==> src/rtl/nn_fix_pkg.sv <==
// nn_fix_pkg: shared fixed-point defaults, saturation helper and neuron FSM states.
// Contents:
//   WIDTH_DEF / FRAC_DEF  default Q-format (signed 16-bit, 8 fractional bits)
//   state_t               neuron evaluation states IDLE, ACC, FIN, DONE
//   sat_fix(value, width) clip a signed value into the signed range of width bits
package nn_fix_pkg;

    localparam int WIDTH_DEF = 16;
    localparam int FRAC_DEF  = 8;

    typedef enum logic [1:0] {IDLE, ACC, FIN, DONE} state_t;

    function automatic logic signed [63:0] sat_fix(input logic signed [63:0] value, input int width);
        logic signed [63:0] hi;
        logic signed [63:0] lo;
        hi = (64'sd1 <<< (width - 1)) - 64'sd1;
        lo = -(64'sd1 <<< (width - 1));
        return value > hi ? hi : (value < lo ? lo : value);
    endfunction

endpackage

==> src/rtl/round_sat_fix.sv <==
// round_sat_fix: combinational round-half-up, bias add and saturation of a wide accumulator.
// Ports:
//   acc   in   ACC_W  signed Q(2*FRAC) accumulator
//   bias  in   WIDTH  signed Q(FRAC) bias
//   sat   out  1      result was clipped (only with NEURON_MAC_SAT_FLAG_EN)
//   out   out  WIDTH  signed Q(FRAC) saturated result
// Assumes FRAC >= 1 and ACC_W + 2 <= 64.
module round_sat_fix
    import nn_fix_pkg::*;
#(
    parameter int WIDTH = WIDTH_DEF,
    parameter int FRAC  = FRAC_DEF,
    parameter int ACC_W = 2 * WIDTH_DEF + 11
) (
    input  logic signed [ACC_W-1:0] acc,
    input  logic signed [WIDTH-1:0] bias,
`ifdef NEURON_MAC_SAT_FLAG_EN
    output logic                    sat,
`endif
    output logic signed [WIDTH-1:0] out
);

    logic signed [63:0] s;

    always_comb begin
        // Adding half an LSB before the arithmetic shift rounds ties toward +inf.
        s   = ((64'(acc) + (64'sd1 <<< (FRAC - 1))) >>> FRAC) + 64'(bias);
        out = WIDTH'(sat_fix(s, WIDTH));
`ifdef NEURON_MAC_SAT_FLAG_EN
        sat = sat_fix(s, WIDTH) != s;
`endif
    end

endmodule

==> src/rtl/neuron_mac_fix.sv <==
// neuron_mac_fix: sequential fixed-point neuron, out = sat(round(sum(x*w)) + bias).
// Ports:
//   clk, rst_n           clock, asynchronous active-low reset
//   start, bias          begin evaluation (sampled in IDLE), bias captured on acceptance
//   in_valid, in_ready   x/w operand pair handshake
//   x, w                 signed Q(FRAC) activation and weight
//   out_valid, out_ready result handshake
//   out                  signed saturated pre-activation, held until the next evaluation
//   sat                  clip flag, present only when NEURON_MAC_SAT_FLAG_EN is defined
//   busy                 high whenever not IDLE
module neuron_mac_fix
    import nn_fix_pkg::*;
#(
    parameter int WIDTH    = WIDTH_DEF,
    parameter int FRAC     = FRAC_DEF,
    parameter int N_INPUTS = 784
) (
    input  logic                    clk,
    input  logic                    rst_n,
    input  logic                    start,
    input  logic signed [WIDTH-1:0] bias,
    input  logic                    in_valid,
    output logic                    in_ready,
    input  logic signed [WIDTH-1:0] x,
    input  logic signed [WIDTH-1:0] w,
    output logic                    out_valid,
    input  logic                    out_ready,
    output logic signed [WIDTH-1:0] out,
`ifdef NEURON_MAC_SAT_FLAG_EN
    output logic                    sat,
`endif
    output logic                    busy
);

    localparam int ACC_W = 2 * WIDTH + $clog2(N_INPUTS) + 1;
    localparam int CNT_W = $clog2(N_INPUTS + 1);

    state_t                    state, nxt;
    logic signed [ACC_W-1:0]   acc;
    logic [CNT_W-1:0]          cnt;
    logic signed [WIDTH-1:0]   bias_q, rs_out;
    logic signed [2*WIDTH-1:0] prod;
    logic                      beat, last;
`ifdef NEURON_MAC_SAT_FLAG_EN
    logic                      rs_sat;
`endif

    assign prod = (2*WIDTH)'(x) * (2*WIDTH)'(w);
    assign beat = in_valid && in_ready;
    assign last = cnt == CNT_W'(N_INPUTS - 1);

    round_sat_fix #(.WIDTH(WIDTH), .FRAC(FRAC), .ACC_W(ACC_W)) u_rs (
        .acc  (acc),
        .bias (bias_q),
`ifdef NEURON_MAC_SAT_FLAG_EN
        .sat  (rs_sat),
`endif
        .out  (rs_out)
    );

    always_comb begin
        nxt       = state;
        in_ready  = 1'b0;
        out_valid = 1'b0;
        busy      = state != IDLE;
        case (state)
            IDLE: nxt = start ? ACC : IDLE;
            ACC: begin
                in_ready = 1'b1;
                nxt      = (in_valid && last) ? FIN : ACC;
            end
            FIN:  nxt = DONE;
            DONE: begin
                out_valid = 1'b1;
                nxt       = out_ready ? IDLE : DONE;
            end
            default: nxt = IDLE;
        endcase
    end

    always_ff @(posedge clk or negedge rst_n) begin
        if (!rst_n) begin
            state  <= IDLE;
            acc    <= '0;
            cnt    <= '0;
            bias_q <= '0;
            out    <= '0;
`ifdef NEURON_MAC_SAT_FLAG_EN
            sat    <= 1'b0;
`endif
        end else begin
            state <= nxt;
            if (state == IDLE && start) begin
                acc    <= '0;
                cnt    <= '0;
                bias_q <= bias;
            end
            if (beat) begin
                acc <= acc + ACC_W'(prod);
                cnt <= cnt + 1'b1;
            end
            if (state == FIN) begin
                out <= rs_out;
`ifdef NEURON_MAC_SAT_FLAG_EN
                sat <= rs_sat;
`endif
            end
        end
    end

endmodule

==> config.mk <==
export PLATFORM = sky130hd
export DESIGN_NAME = neuron_mac_fix
export DESIGN_NICKNAME = d
export VERILOG_FILES = /design/src/rtl/nn_fix_pkg.sv /design/src/rtl/round_sat_fix.sv /design/src/rtl/neuron_mac_fix.sv
export SDC_FILE = /design/constraint.sdc
export NUM_CORES = 1
export LEC_CHECK = 0
export ABC_CLOCK_PERIOD_IN_PS = 14300
export CORE_MARGIN = 5
export CORE_UTILIZATION = 50
export CTS_BUF_LIST = sky130_fd_sc_hd__clkbuf_4 sky130_fd_sc_hd__clkbuf_8 sky130_fd_sc_hd__clkbuf_16
export DETAILED_ROUTE_END_ITERATION = 7
export PLACE_DENSITY = 0.67
export SLEW_MARGIN = 20
export SYNTH_ARGS = -nofsm -noshare
export SYNTH_HDL_FRONTEND = slang
export SYNTH_SLANG_ARGS = --single-unit
==> constraint.sdc <==
create_clock -name clk -period 14.3 [get_ports clk]
set_clock_uncertainty 0.15 [all_clocks]
set_input_delay 1.43 -clock clk [delete_from_list [all_inputs] [get_ports clk]]
set_output_delay 1.43 -clock clk [all_outputs]
set_load 0.005 [all_outputs]
After elaboration in Yosys (flattened, before gate mapping)
Cells that the tools add are included.
{"block": "classes", "n_addsub": 4, "multipliers": 1, "magnitude_cmp": 2, "eq_ne": 4, "mux": 12, "reduce_logical": 6}
{"operator": "43-bit 2-to-1 mux", "count": 2}
{"operator": "43-bit by 9-bit adder with 44-bit output, second input constant", "count": 1}
{"operator": "43-bit by 32-bit adder with 43-bit output", "count": 1}
{"operator": "36-bit by 16-bit adder with 37-bit output", "count": 1}
{"operator": "37-bit by 16-bit greater-than comparator with 1-bit output, second input constant", "count": 1}
{"operator": "37-bit by 16-bit < comparator with 1-bit output, second input constant", "count": 1}
{"operator": "16-bit by 16-bit multiplier with 32-bit output", "count": 1}
{"operator": "16-bit 2-to-1 mux", "count": 2}
{"operator": "10-bit 2-to-1 mux", "count": 2}
{"operator": "10-bit by 1-bit adder with 10-bit output, second input constant", "count": 1}
{"operator": "10-bit equality test, second input constant", "count": 1}
{"operator": "2-bit case mux with 4 select lines", "count": 1}
{"operator": "2-bit equality test, second input constant", "count": 2}
{"operator": "2-bit 2-to-1 mux", "count": 2}
{"operator": "2-bit nonzero test", "count": 2}
{"operator": "1-bit logical AND", "count": 3}
{"operator": "1-bit 2-to-1 mux", "count": 3}
{"operator": "2-bit by 1-bit equality test with 1-bit output, second input constant", "count": 1}
{"operator": "2-bit logical NOT", "count": 1}
{"block": "totals", "register_bits": 87, "in_bits": 53, "output_inout_bits": 19, "wordCells": 34}

Depth between registers and ports, before layout
{"block": "depth", "ltp_word": 5, "mapped_depth": 26, "mapped_depth_nobuf": 25}

Hierarchy
A second synthesis with hierarchy kept.
{"block": "hier_totals", "hier_cells": 2182, "area_unflattened_um2": 19661.4}
{"mod": "neuron_mac_fix", "n_inst": 1, "cells_per_inst": 1702, "area_each_um2": 16326.9, "seq_area_each_um2": 2177.1}
{"mod": "round_sat_fix", "n_inst": 1, "cells_per_inst": 480, "area_each_um2": 3334.4, "seq_area_each_um2": 0.0}

Worst setup path after synthesis
OpenSTA, ideal clock, no wires.
{"block": "synth_timing", "path_kind": "input to register", "startpoint": "input w[1]", "endpoint": "register acc[39]", "setup_ps": 133, "arrival_time_ps": 7704, "required_ps": 14017, "setup_slack_ps": 6313, "stages": 25, "n_path_buf": 1, "cell_sequence": "clkbuf_1 nand2_1 inv_1 fa_1 inv_1 fa_1 fa_1 inv_1 fa_1 fa_1 inv_1 fa_1 inv_1 ha_1 a21o_1 a21o_1 a21o_1 a2bb2oi_1 o21ai_0 o41a_1 a41oi_1 nand2_1 a31oi_1 xor2_1 o21ai_0"}
{"block": "synth_between", "elab_chain_cells": 3}
{"item": "start: declaration", "line_no": "neuron_mac_fix.sv:25", "text": "input logic signed [WIDTH-1:0] w,"}
{"item": "16-bit by 16-bit multiplier with 32-bit output", "line_no": "neuron_mac_fix.sv:48", "text": "assign prod = (2*WIDTH)'(x) * (2*WIDTH)'(w);"}
{"item": "43-bit by 32-bit adder with 43-bit output", "line_no": "neuron_mac_fix.sv:99", "text": "acc <= acc + ACC_W'(prod);"}
{"item": "43-bit 2-to-1 mux", "line_no": "neuron_mac_fix.sv:98", "text": "if (beat) begin"}
{"item": "end signal: assignment", "line_no": "neuron_mac_fix.sv:99"}
{"item": "end: declaration", "line_no": "neuron_mac_fix.sv:39", "text": "logic signed [ACC_W-1:0] acc;"}
No other way between the ends.
A chain may end at the register's enable or synchronous reset.

Final worst setup path
{"block": "layout_timing", "startpoint": "input x[15]", "endpoint": "register acc[40]"}
{"block": "layout_between", "elab_chain_cells": 3}
{"item": "start: declaration", "line_no": "neuron_mac_fix.sv:24", "text": "input logic signed [WIDTH-1:0] x,"}
{"item": "16-bit by 16-bit multiplier with 32-bit output", "line_no": "neuron_mac_fix.sv:48"}
{"item": "43-bit by 32-bit adder with 43-bit output", "line_no": "neuron_mac_fix.sv:99"}
{"item": "43-bit 2-to-1 mux", "line_no": "neuron_mac_fix.sv:98"}
No other way between the ends.

==> qor.log <==
qor: outcome.run_status finished clean
qor: hold_path.holdPathStages 1
qor: global_route.grt_first_pass_wirelength 77010 microns
qor: floorplan.row_count 71
qor: logic_synthesis.postSynthCellCount 2172
qor: logic_synthesis.synthFlopType dfrtp_1
qor: logic_synthesis.most_area_hungry_cell_type_in_the_yosys_netlist fa_1
qor: worst_setup_path.timing_worst_setup_path_type in -> reg
qor: floorplan.floorplan.die.height 206.2 microns
qor: worst_setup_path.r2r_slack 7.82 ns
qor: logic_synthesis.yosys_warnings 0
qor: worst_setup_path.worst_setup_path_start_kind input pin
qor: flow_run.drv_cap 0
qor: finish.antenna_cells 0
qor: cts.cts_tree built
qor: logic_synthesis.edff_count_synth 0
qor: floorplan.core_area 37840 sq um
qor: global_route.grt_pass1_vias 16190
qor: sta.timing.setup.tns 0 ns
qor: worst_setup_path.worst-path-max-fanout 16
qor: drt.drt-total-wl 44280 microns
qor: worst_setup_path.crit_end acc[40]$_DFFE_PN0P_
qor: worst_setup_path.ff_to_ff_path_depth 18
qor: logic_synthesis.post_synthesis_average_cell_area 8.857 sq um
qor: global_route.largest_net_degree_at_the_start_of_global_routing 50
qor: logic_synthesis.synthTopCellsByCount 439 x inv_1, 343 x fa_1, 275 x nand2_1
qor: cts.postCtsSetupBuffers 0
qor: floorplan.start_util 50.83%
qor: cts.cts_buffer_depth 2
qor: sta.unrepaired_setup_endpoints_after_global_routing no
qor: sta.worst_relative_slew_slack 33.15%
qor: logic_synthesis.synth.most_common_cell inv_1
qor: drt.wl_per_cell 16.31 microns
qor: drt.drt-vias-per-instance 5.421
qor: worst_setup_path.r2r-start acc[9]$_DFFE_PN0P_
qor: placement.detailed_place_hpwl 37800 microns
qor: logic_synthesis.post_synth_main_area_contributors fa_1 36%, dfrtp_1 11%, ha_1 10%
qor: sta.finalSetupViolCount 0
qor: worst_setup_path.r2r-end acc[40]$_DFFE_PN0P_
qor: worst_setup_path.worstPathArrival 9.06 ns
qor: finish.area_growth_syn_to_layout 7.584%
qor: sta.drv_slew 0
qor: logic_synthesis.syn_area 19240 sq um
qor: floorplan.die_area 42500 sq um
qor: sta.final_report_hold_violation_count 0
qor: cts.numClockSinks 87
qor: drt.initialDrtViolationCount 738
qor: finish.filler_cell_count 3545
qor: logic_synthesis.synth_top_area_share 35.69%
qor: cts.htree_levels 3
qor: placement.gp_congestion 0.8878
qor: cts.post_cts_resized 0
qor: worst_setup_path.critPathCaptureType register
qor: sta.maxClockFrequency 111.2 MHz
qor: drt.drt_first_pass_iters 4
qor: logic_synthesis.yosysUniqueCellTypes 75
qor: sta.layout_min_cycle_time 8.996 ns
qor: global_route.gr-total-overflow 0
qor: sta.tightestPinTransition 1.001 ns
qor: sta.finalCritPeriodShare 62.91%
qor: logic_synthesis.synthArstFlopShare 100.0%
qor: finish.proportion_of_layout_cells_with_a_drive_suffix_above_1 2.495%
qor: global_route.antenna_violations_before_repair 0
qor: global_route.global_route.usage.total 22.30%
qor: cts.clk-insertion-delay-late 0.36 ns
qor: cts.clkSlewWorstSetupHoldPaths 0.07 ns
qor: floorplan.io-pin-count 72
qor: hold_path.timing.hold.worst.class reg -> reg
qor: drt.drt.antenna.violating_nets 0
qor: drt.detail_route.drc_violations 0
qor: worst_setup_path.startpoint x[15]
qor: worst_setup_path.worst-endpoint-required 14.36 ns
qor: cts.cts_made_buffers 9
qor: finish.fin_nets 2754
qor: placement.buffer_ports.inserted 71
qor: logic_synthesis.synth.net_count 2727
qor: floorplan.die_w 206.2 microns
qor: logic_synthesis.synth.yosys.seq_area_share 11.32%
qor: drt.via_count 14720
qor: cts.ctsHoldBuffers 0
qor: logic_synthesis.synth-seq-cells 87
qor: cts.clock-root-buffer clkbuf_16
-- metal layers --
metal  vias to the layer above  wire (microns)  global-route usage [%]
li1                       6908               -                       -
met1                      7470           17560                   26.33
met2                       254           24060                   42.59
met3                        85            1153                   2.181
met4                         0            1510                   6.820
met5                         -               0                       0
-- sequential cells by signal (all words and copies together), names as in the netlist --
signal  count
acc        43
out        16
cnt        10
state       2
bias_q     16
-- critical path, stage by stage --
cell             delay [ns]
clkdlybuf4s50_1        0.85
nand2_1                0.26
inv_1                  0.13
fa_2                   0.46
inv_1                  0.21
fa_1                   0.71
fa_1                   0.62
inv_1                  0.05
fa_1                   0.47
fa_1                   0.57
inv_1                  0.06
fa_1                   0.53
inv_1                  0.04
ha_1                   0.37
a21o_1                 0.19
a21o_1                 0.17
a21oi_1                0.17
nor3b_1                0.22
o311ai_0               0.25
nand2_1                0.16
o31a_1                 0.30
nor3_1                 0.08
a2111oi_0              0.48
xor2_1                 0.17
o21ai_0                0.08
-- placed cells by master, fill, tap and decap left out, types with 5 or more instances in the layout --
| master | instances |
|---|---|
| a21o_1 | 36 |
| a21oi_1 | 78 |
| a22o_1 | 9 |
| a31oi_1 | 11 |
| a32o_1 | 9 |
| and2_1 | 134 |
| and3_1 | 17 |
| and4_1 | 7 |
| clkbuf_16 | 9 |
| clkdlybuf4s50_1 | 70 |
| dfrtp_1 | 87 |
| fa_1 | 342 |
| ha_1 | 159 |
| inv_1 | 439 |
| mux2i_1 | 10 |
| nand2_1 | 275 |
| nand2b_1 | 16 |
| nand3_1 | 29 |
| nand4_1 | 20 |
| nor2_1 | 82 |
| nor2b_1 | 11 |
| nor3_1 | 23 |
| nor3b_1 | 7 |
| nor4_1 | 6 |
| o211ai_1 | 14 |
| o21a_1 | 6 |
| o21ai_0 | 86 |
| o21bai_1 | 8 |
| o31ai_1 | 5 |
| or2_2 | 5 |
| or3_1 | 6 |
| or4_1 | 5 |
| xnor2_1 | 56 |
| xor2_1 | 39 |
-- worst min path at each step --
stage | end | startpoint | slack, ns
finish | cnt[9]$_DFFE_PN0P_ | cnt[9]$_DFFE_PN0P_ | 0.33
global route | out[4]$_DFFE_PN0N_ | out[4]$_DFFE_PN0N_ | 0.35
detailed placement | cnt[9]$_DFFE_PN0P_ | cnt[9]$_DFFE_PN0P_ | 0.31
floorplan | cnt[9]$_DFFE_PN0P_ | cnt[9]$_DFFE_PN0P_ | 0.29
global placement | cnt[9]$_DFFE_PN0P_ | cnt[9]$_DFFE_PN0P_ | 0.32
CTS | cnt[9]$_DFFE_PN0P_ | cnt[9]$_DFFE_PN0P_ | 0.33
-- layout make-up --
cell class / count / area, sq um / area share [%]
clock buffer: 10 / 239.0 / 1.155
sequential: 87 / 2177 / 10.52
tap: 511 / 639.4 / 3.089
clock inverter: 6 / 75.07 / 0.3627
multi-input combinational: 1587 / 15170 / 73.28
inverter: 439 / 1648 / 7.962
timing repair buffer: 75 / 750.7 / 3.627
-- cell families (layout without fill, tap and decap cells) --
logic type               after synthesis  after routing  synth area share [%]
AO/OA/AOI/OAI                        322            322                 11.10
adder cells (fa/ha/maj)              502            502                 46.04
buffers and inverters                498            530                 9.893
multiplexers                          12             12                0.6569
flip-flops                            87             87                 11.32
AND/OR/NAND/NOR                      656            656                 16.68
XOR/XNOR                              95             95                 4.325
-- metrics by stage --
step / hold WS (ns) / instance area (sq um) / util, % / setup WS, ns / instances
final: 0.3260 / 20700 / 54.69 / 5.304 / 2715
after global routing: 0.3547 / 20700 / 54.69 / 4.747 / 2715
after CTS: 0.3272 / 20680 / 54.64 / 5.338 / 2714
after detailed placement: 0.3139 / 20360 / 53.81 / 5.004 / 2698
after global placement: 0.3161 / 20360 / 53.81 / 5.149 / 2698
after floorplan: 0.2948 / 19240 / - / 6.313 / 2172
Power is left out: the tool's default activity adds up to more than one toggle a clock period on the data nets, which glitch-free logic cannot reach.
